$ cat config.mk
export PLATFORM = sky130hd
export DESIGN_NAME = marlann_pipeline
export DESIGN_NICKNAME = d
export VERILOG_FILES = /design/src/rtl/marlann_pipeline.sv
export SDC_FILE = /design/constraint.sdc
export NUM_CORES = 1
export LEC_CHECK = 0
export CELL_PAD_IN_SITES_DETAIL_PLACEMENT = 1
export CELL_PAD_IN_SITES_GLOBAL_PLACEMENT = 1
export CORE_MARGIN = 1
export CORE_UTILIZATION = 49
export CTS_CLUSTER_DIAMETER = 150
export DETAILED_ROUTE_END_ITERATION = 8
export PLACE_DENSITY_LB_ADDON = 0.1
export SLEW_MARGIN = 20
export SYNTH_ARGS = -nofsm -noshare
export SYNTH_HDL_FRONTEND = slang
export SYNTH_SLANG_ARGS = --single-unit
$ cat constraint.sdc
create_clock -name clk -period 12.55 [get_ports clk]
set_input_delay 2.51 -clock clk [delete_from_list [all_inputs] [get_ports clk]]
set_output_delay 2.51 -clock clk [all_outputs]
set_load 0.02 [all_outputs]
$ cat src/rtl/marlann_pipeline.sv
// marlann_pipeline: 5-stage in-order MARLANN opcode pipeline (DECODE, MEM, ADD, MULT, WRITE).
// Optional macro PIPE_PERF_CNT_EN adds the retired_cnt instruction counter output.
module marlann_pipeline #(
  parameter int MEM_DEPTH = 16,
  parameter int ACC_W     = 16
) (
  input  logic             clk,
  input  logic             rst,
  input  logic [7:0]       inst,
  output logic [4:0]       stage_valid,
  output logic             busy,
  output logic [ACC_W-1:0] out_data,
`ifdef PIPE_PERF_CNT_EN
  output logic [15:0]      retired_cnt,
`endif
  output logic             out_valid
);

  localparam int PTR_W = (MEM_DEPTH > 1) ? $clog2(MEM_DEPTH) : 1;

  localparam logic [2:0] OP_NOP   = 3'd0;
  localparam logic [2:0] OP_MEM1  = 3'd1;
  localparam logic [2:0] OP_MEM2  = 3'd2;
  localparam logic [2:0] OP_ADD   = 3'd3;
  localparam logic [2:0] OP_MULT  = 3'd4;
  localparam logic [2:0] OP_WRITE = 3'd5;

  logic [2:0]       op_q  [5];
  logic [2:0]       op_d  [5];
  logic [7:0]       mem_q [MEM_DEPTH];
  logic [7:0]       mem_d [MEM_DEPTH];
  logic [7:0]       a_q, a_d, b_q, b_d;
  logic [ACC_W-1:0] acc_q, acc_d;
  logic [PTR_W-1:0] ptr_q, ptr_d;
  logic [ACC_W-1:0] out_data_q, out_data_d;
  logic             out_valid_q, out_valid_d;
  logic [ACC_W-1:0] acc_mul;

`ifdef PIPE_PERF_CNT_EN
  logic [15:0] retired_cnt_q, retired_cnt_d;
`endif

  always_comb begin
    for (int k = 0; k < 5; k++) begin
      stage_valid[k] = (op_q[k] != OP_NOP);
    end
    busy = |stage_valid;
  end

  always_comb begin
    op_d        = op_q;
    mem_d       = mem_q;
    a_d         = a_q;
    b_d         = b_q;
    acc_d       = acc_q;
    ptr_d       = ptr_q;
    out_data_d  = out_data_q;
    out_valid_d = 1'b0;
    acc_mul     = acc_q;

    if (rst) begin
      for (int k = 0; k < 5; k++) op_d[k] = OP_NOP;
      for (int k = 0; k < MEM_DEPTH; k++) mem_d[k] = 8'(k + 1);
      a_d        = '0;
      b_d        = '0;
      acc_d      = '0;
      ptr_d      = '0;
      out_data_d = '0;
    end else begin
      op_d[0] = (inst <= 8'h05) ? inst[2:0] : OP_NOP;
      for (int k = 1; k < 5; k++) op_d[k] = op_q[k-1];

      if (op_q[1] == OP_MEM1) begin
        a_d   = mem_q[ptr_q];
        ptr_d = ptr_q + 1'b1;
      end else if (op_q[1] == OP_MEM2) begin
        b_d   = mem_q[ptr_q];
        ptr_d = ptr_q + 1'b1;
      end

      // MULT is the older instruction, so it applies before a same-cycle ADD.
      if (op_q[3] == OP_MULT) acc_mul = acc_q * ACC_W'(b_q);
      acc_d = acc_mul;
      if (op_q[2] == OP_ADD) acc_d = acc_mul + ACC_W'(a_q);

      if (op_q[4] == OP_WRITE) begin
        out_data_d  = acc_q;
        out_valid_d = 1'b1;
      end
    end
  end

`ifdef PIPE_PERF_CNT_EN
  always_comb begin
    retired_cnt_d = retired_cnt_q;
    if (rst) retired_cnt_d = '0;
    else if (op_q[4] != OP_NOP) retired_cnt_d = retired_cnt_q + 16'd1;
  end

  always_ff @(posedge clk) retired_cnt_q <= retired_cnt_d;

  assign retired_cnt = retired_cnt_q;
`endif

  always_ff @(posedge clk) begin
    op_q        <= op_d;
    mem_q       <= mem_d;
    a_q         <= a_d;
    b_q         <= b_d;
    acc_q       <= acc_d;
    ptr_q       <= ptr_d;
    out_data_q  <= out_data_d;
    out_valid_q <= out_valid_d;
  end

  assign out_data  = out_data_q;
  assign out_valid = out_valid_q;

endmodule

Word-level counts from Yosys, hierarchy flattened. Memories as Yosys holds them, arrays and structs flattened. Index checks and enable logic that the tools add are counted.

Bits in latches: 0. Register bits after elaboration: 68. Output and inout port bits: 23. Input port bits: 10. Logic and storage cells: 42. Memory bits (read-only): 128. Memory bits (writable): 0. Memories kept: 1.

Memory list: (name not given) (words 16, width 8, rd ports 1, clocked after memory_dff 0, wr ports 0, line 77) `b_d = mem_q[ptr_q];`.

Reduce and logical (&&, ||, !) cells: 9. Multiplexer cells: 8. Add/subtract/negate cells: 2. Bitwise gates (word level): 3. $lt $le $gt $ge: 2. Eq/ne operators: 5. Div/mod/pow operators: 0. Multipliers: 1. Shifts and indexed selects: 0.

Operators with widths (count): 16-bit 2-to-1 mux (3); 16-bit by 8-bit adder with 16-bit output (1); 16-bit by 8-bit multiplier with 16-bit output (1); 8-bit 2-to-1 mux (2); 3-bit nonzero test (5); 8-bit by 3-bit less-or-equal comparator with 1-bit output, second input constant (1); 4-bit 2-to-1 mux (2); 3-bit by 2-bit == test with 1-bit output, second input constant (2); 3-bit == test, second input constant (2); 5-bit greater-or-equal comparator, second input constant (1); 4-bit NOT with 5-bit output (1); 5-bit OR reduction (1); 4-bit by 1-bit adder with 4-bit output, second input constant (1); 3-bit by 1-bit == test with 1-bit output, second input constant (1); 1-bit NOT (2); 2-bit AND reduction (1); 2-bit nonzero test (1); 2-bit OR reduction (1); 1-bit 2-to-1 mux (1).

Depth between registers and ports, before layout.
Depth after elaboration: 5. Gate-level depth with buffers: 17. Mapped depth without buffers: 17.

Worst setup path after synthesis. OpenSTA, ideal clock, no wires.

Path kind: reg2reg. Start point: reg b_q[4]. End point: reg acc_q[14]. Period minus slack after synthesis: 4.667 ns. Stages on the path, launching flop included: 17. Setup slack: 7.883 ns. Setup time: 0.072 ns. Data arrival time: 4.595 ns. Required time: 12.478 ns. Path buffers: 1. Cell sequence: dfxtp_1 -> clkbuf_1 -> and2_1 -> fa_1 -> fa_1 -> ha_1 -> inv_1 -> fa_1 -> inv_1 -> ha_1 -> o21a_1 -> and2_1 -> or4_4 -> o31ai_4 -> nand2b_1 -> nor4_1 -> mux2i_1.

Cells in the longest elaborated chain, start to end: 5.

Ends and longest elaborated chain: start, declared (line 32) `logic [7:0] a_q, a_d, b_q, b_d;`; 16-bit by 8-bit multiplier with 16-bit output * (line 82) `if (op_q[3] == OP_MULT) acc_mul = acc_q * ACC_W'(b_q);`; 16-bit 2-to-1 mux * (line 82); 16-bit 2-to-1 mux * (line 61) `if (rst) begin`; 16-bit by 8-bit adder with 16-bit output (line 84) `if (op_q[2] == OP_ADD) acc_d = acc_mul + ACC_W'(a_q);`; 16-bit 2-to-1 mux * (line 84); end signal, assigned (line 110) `acc_q <= acc_d;`; end, declared (line 33) `logic [ACC_W-1:0] acc_q, acc_d;`.

Every way passes the cells marked *; elsewhere a longest branch is shown, timed or not. The select of a mux whose other input is x is not followed. A chain may end at the register's enable or synchronous reset.

Final worst setup path.
Start point: reg b_q[3]. End point: reg acc_q[14].

Same word-level chain as after synthesis.

==> metrics <==
syn_nets 683; period utilisation layout 41.9%; core area 9770 µm²; Seq/Total Area, Yosys 25.0%; Clock transition at path regs 0.08 ns; Final setup viols 0; Max-cap violations 0; Chip Height 103 µm; TritonCTS Buffers 9; CTS H-tree depth 3; Synth Flop Type dfxtp_1; Worst setup EP type flip-flop; Slew @ Worst Pin 0.935 ns; setup bufs post-CTS 0; crit path launch type flip-flop; Avg Synthesized Cell Area 8.28 µm²; YS warnings 0; vias in the first global route 4,467; Tmin final 5.25 ns; leak pwr 2.52 nW; die span in x 103 µm; average vias per placed instance 5.60; post-layout util 56.8%; clock latency on the worst-skew pair 0.35 ns; Post-synth EDFFs 0; largest net degree at the start of global routing 61; fin cells 761; Global Route Usage Sum 28.1%; ant diodes 0; Final ANT Viol Nets 0; DRC violation count after routing 0; Sink Count 62; Critical Path RT 12.83 ns; DR WL/cell 18.0 µm; IO buf count 32; Sequential Area 1240 µm²; Resized cells post-CTS 0; cell taking the most area after synthesis dfxtp_1; first-pass GRT wire length 22,200 µm; DRT iter0 DRCs 140; crit path max fanout 14; drt total wl 13,700 µm; initial antenna violation count 0; TritonCTS clock tree yes; Post-CTS Hold Buffers 0; area grow syn2layout 12.0%; Synth Register Bits 62; via count 4,264; Worst Skew 0.0186 ns; WS Path Type flip-flop to flip-flop; Fillers 1,194; CTS max path bufs 2; die area 10,500 µm²; GR Overflow Total 0; Slew headroom 37.5%; Yosys top cell area share 25.0%; final slew viol count 0; RSZ-0062 raised after global routing no; Nets 708; status completed; cells after synthesis 599; Placed Cells 746; Final Hold Vio Count 0; Hold WC Path Type flip-flop to flip-flop; TNS Setup 0 ns; Post-synth ARST share 0%; # IOs 33; Arrival @ worst endpoint 5.53 ns; post-DP HPWL 10,500 µm; distinct cell type count of the synthesized netlist 53; Area contributors post-synth dfxtp_1 25%, fa_1 15%, ha_1 9.6%; Fmax 190 MHz; area of the multi-input gates 3390 µm²; Final GP Congestion 0.905; # rows 36; Pwr per Cell Area 66.4 nW/µm²; Root Driver clkbuf_8; Max VDD drop 61.1 µV; First-pass DRT Iterations 4; Starting Density 50.7%; Mapped Area 4960 µm²; fraction of layout cells with a size suffix above 1 3.98%
registers in the layout (all words and copies together) (netlist names):
name       count
acc_q         16
out_data      16
op_q          15
a_q            5
b_q            5
ptr_q          4
out_valid      1
final timing paths:
path | start | endpoint | slack [ns] | cells after the start
max reg2reg | b_q[3] | acc_q[14] | 7.30 | 15
min | out_data[9] | out_data[9] | 0.46 | 2
min reg2reg | out_data[9] | out_data[9] | 0.46 | 2
max | b_q[3] | acc_q[14] | 7.30 | 15
layout make-up:
class                           instances  share of cell area (%)
Clock inverter                          4                   0.405
Tap cell                              133                    3.00
Sequential cell                        62                    22.3
Clock buffer                           11                    2.73
Multi-Input combinational cell        451                    61.1
Inverter                               66                    4.46
Timing Repair Buffer                   34                    5.95
synth_stat cells, types with 2 or more instances:
| cell type | number |
|---|---|
| nor2_1 | 34 |
| nand2_1 | 84 |
| o31a_1 | 2 |
| o21ai_1 | 2 |
| o21ai_0 | 11 |
| nor3b_1 | 5 |
| mux2i_1 | 3 |
| xor2_1 | 9 |
| o2111ai_1 | 2 |
| nand2b_1 | 3 |
| nor4_1 | 2 |
| nand3_1 | 8 |
| ha_1 | 38 |
| o211ai_1 | 2 |
| nor2b_1 | 15 |
| or2_2 | 2 |
| o21a_1 | 7 |
| xnor2_1 | 12 |
| dfxtp_1 | 62 |
| clkbuf_1 | 19 |
| a311oi_1 | 3 |
| fa_1 | 36 |
| a21oi_1 | 37 |
| a2111oi_0 | 3 |
| a211o_1 | 3 |
| and2_1 | 69 |
| or4_1 | 5 |
| o31ai_1 | 2 |
| a211oi_1 | 9 |
| nor3_1 | 8 |
| or3_1 | 8 |
| inv_1 | 66 |
| a21o_1 | 8 |
kinds of logic after synthesis:
group | share of synthesized area, %
adders and majority gates | 24.1
and+or+nand+nor | 25.8
muxes | 0.606
DFF | 25.0
AOI/OAI and AO/OA | 14.3
xor gates and xnor gates | 3.71
buffers and inverters | 6.51
critical path, stage by stage, from the launching register on:
cell       delay (ns)
dfxtp_1          0.43
and2_1           0.24
fa_1             0.43
fa_1             0.51
ha_1             0.31
inv_1            0.06
fa_1             0.53
inv_1            0.05
ha_1             0.36
a211o_1          0.35
a2111oi_2        0.54
o21ai_1          0.16
a221oi_1         0.40
nor2_1           0.14
nor4_1           0.41
mux2i_1          0.26
power breakdown:
group	switching, mW	total, mW	internal [mW]
Clock	0.0837	0.164	0.0804
Combinational	0.00463	0.00797	0.00334
Sequential	0.000244	0.197	0.197
Total	0.0885	0.369	0.280
per-layer routing:
layer / routed length (µm) / GRT usage [%] / vias to the layer above
met4: 355 / 10.7 / 0
li1: - / - / 2034
met1: 6180 / 34.7 / 2115
met3: 526 / 5.15 / 27
met5: 0 / 0 / -
met2: 6660 / 48.5 / 88
layout by cell type (no fill, tap or decap), types with 3 or more instances in the layout:
cell type / netlist / layout
a21o_1: 8 / 8
nor2b_1: 15 / 15
and2_1: 69 / 69
a21oi_1: 37 / 37
or4_1: 5 / 5
a211o_1: 3 / 3
nor3b_1: 5 / 5
a211oi_1: 9 / 9
or3_1: 8 / 8
nand2_1: 84 / 84
fa_1: 36 / 36
nor3_1: 8 / 8
nor2_1: 34 / 34
clkbuf_8: 0 / 11
xnor2_1: 12 / 12
a2111oi_0: 3 / 3
o21ai_0: 11 / 11
clkdlybuf4s50_1: 0 / 31
ha_1: 38 / 38
nand2b_1: 3 / 3
a311oi_1: 3 / 3
mux2i_1: 3 / 3
o21a_1: 7 / 7
xor2_1: 9 / 9
dfxtp_1: 62 / 62
inv_1: 66 / 66
clkinv_2: 0 / 3
nand3_1: 8 / 8
per-stage QoR:
step                cell area (µm²)  hold slack [ns]  power (mW)  worst slack [ns]
floorplan                      4960            0.429       0.205              7.88
global placement               5380            0.444       0.209              7.72
detailed placement             5380            0.453       0.209              7.41
CTS                            5550            0.465       0.369              7.32
global route                   5550            0.475       0.380              7.04
finish                         5550            0.462       0.369              7.30
Power figures use the tool's default switching activity.
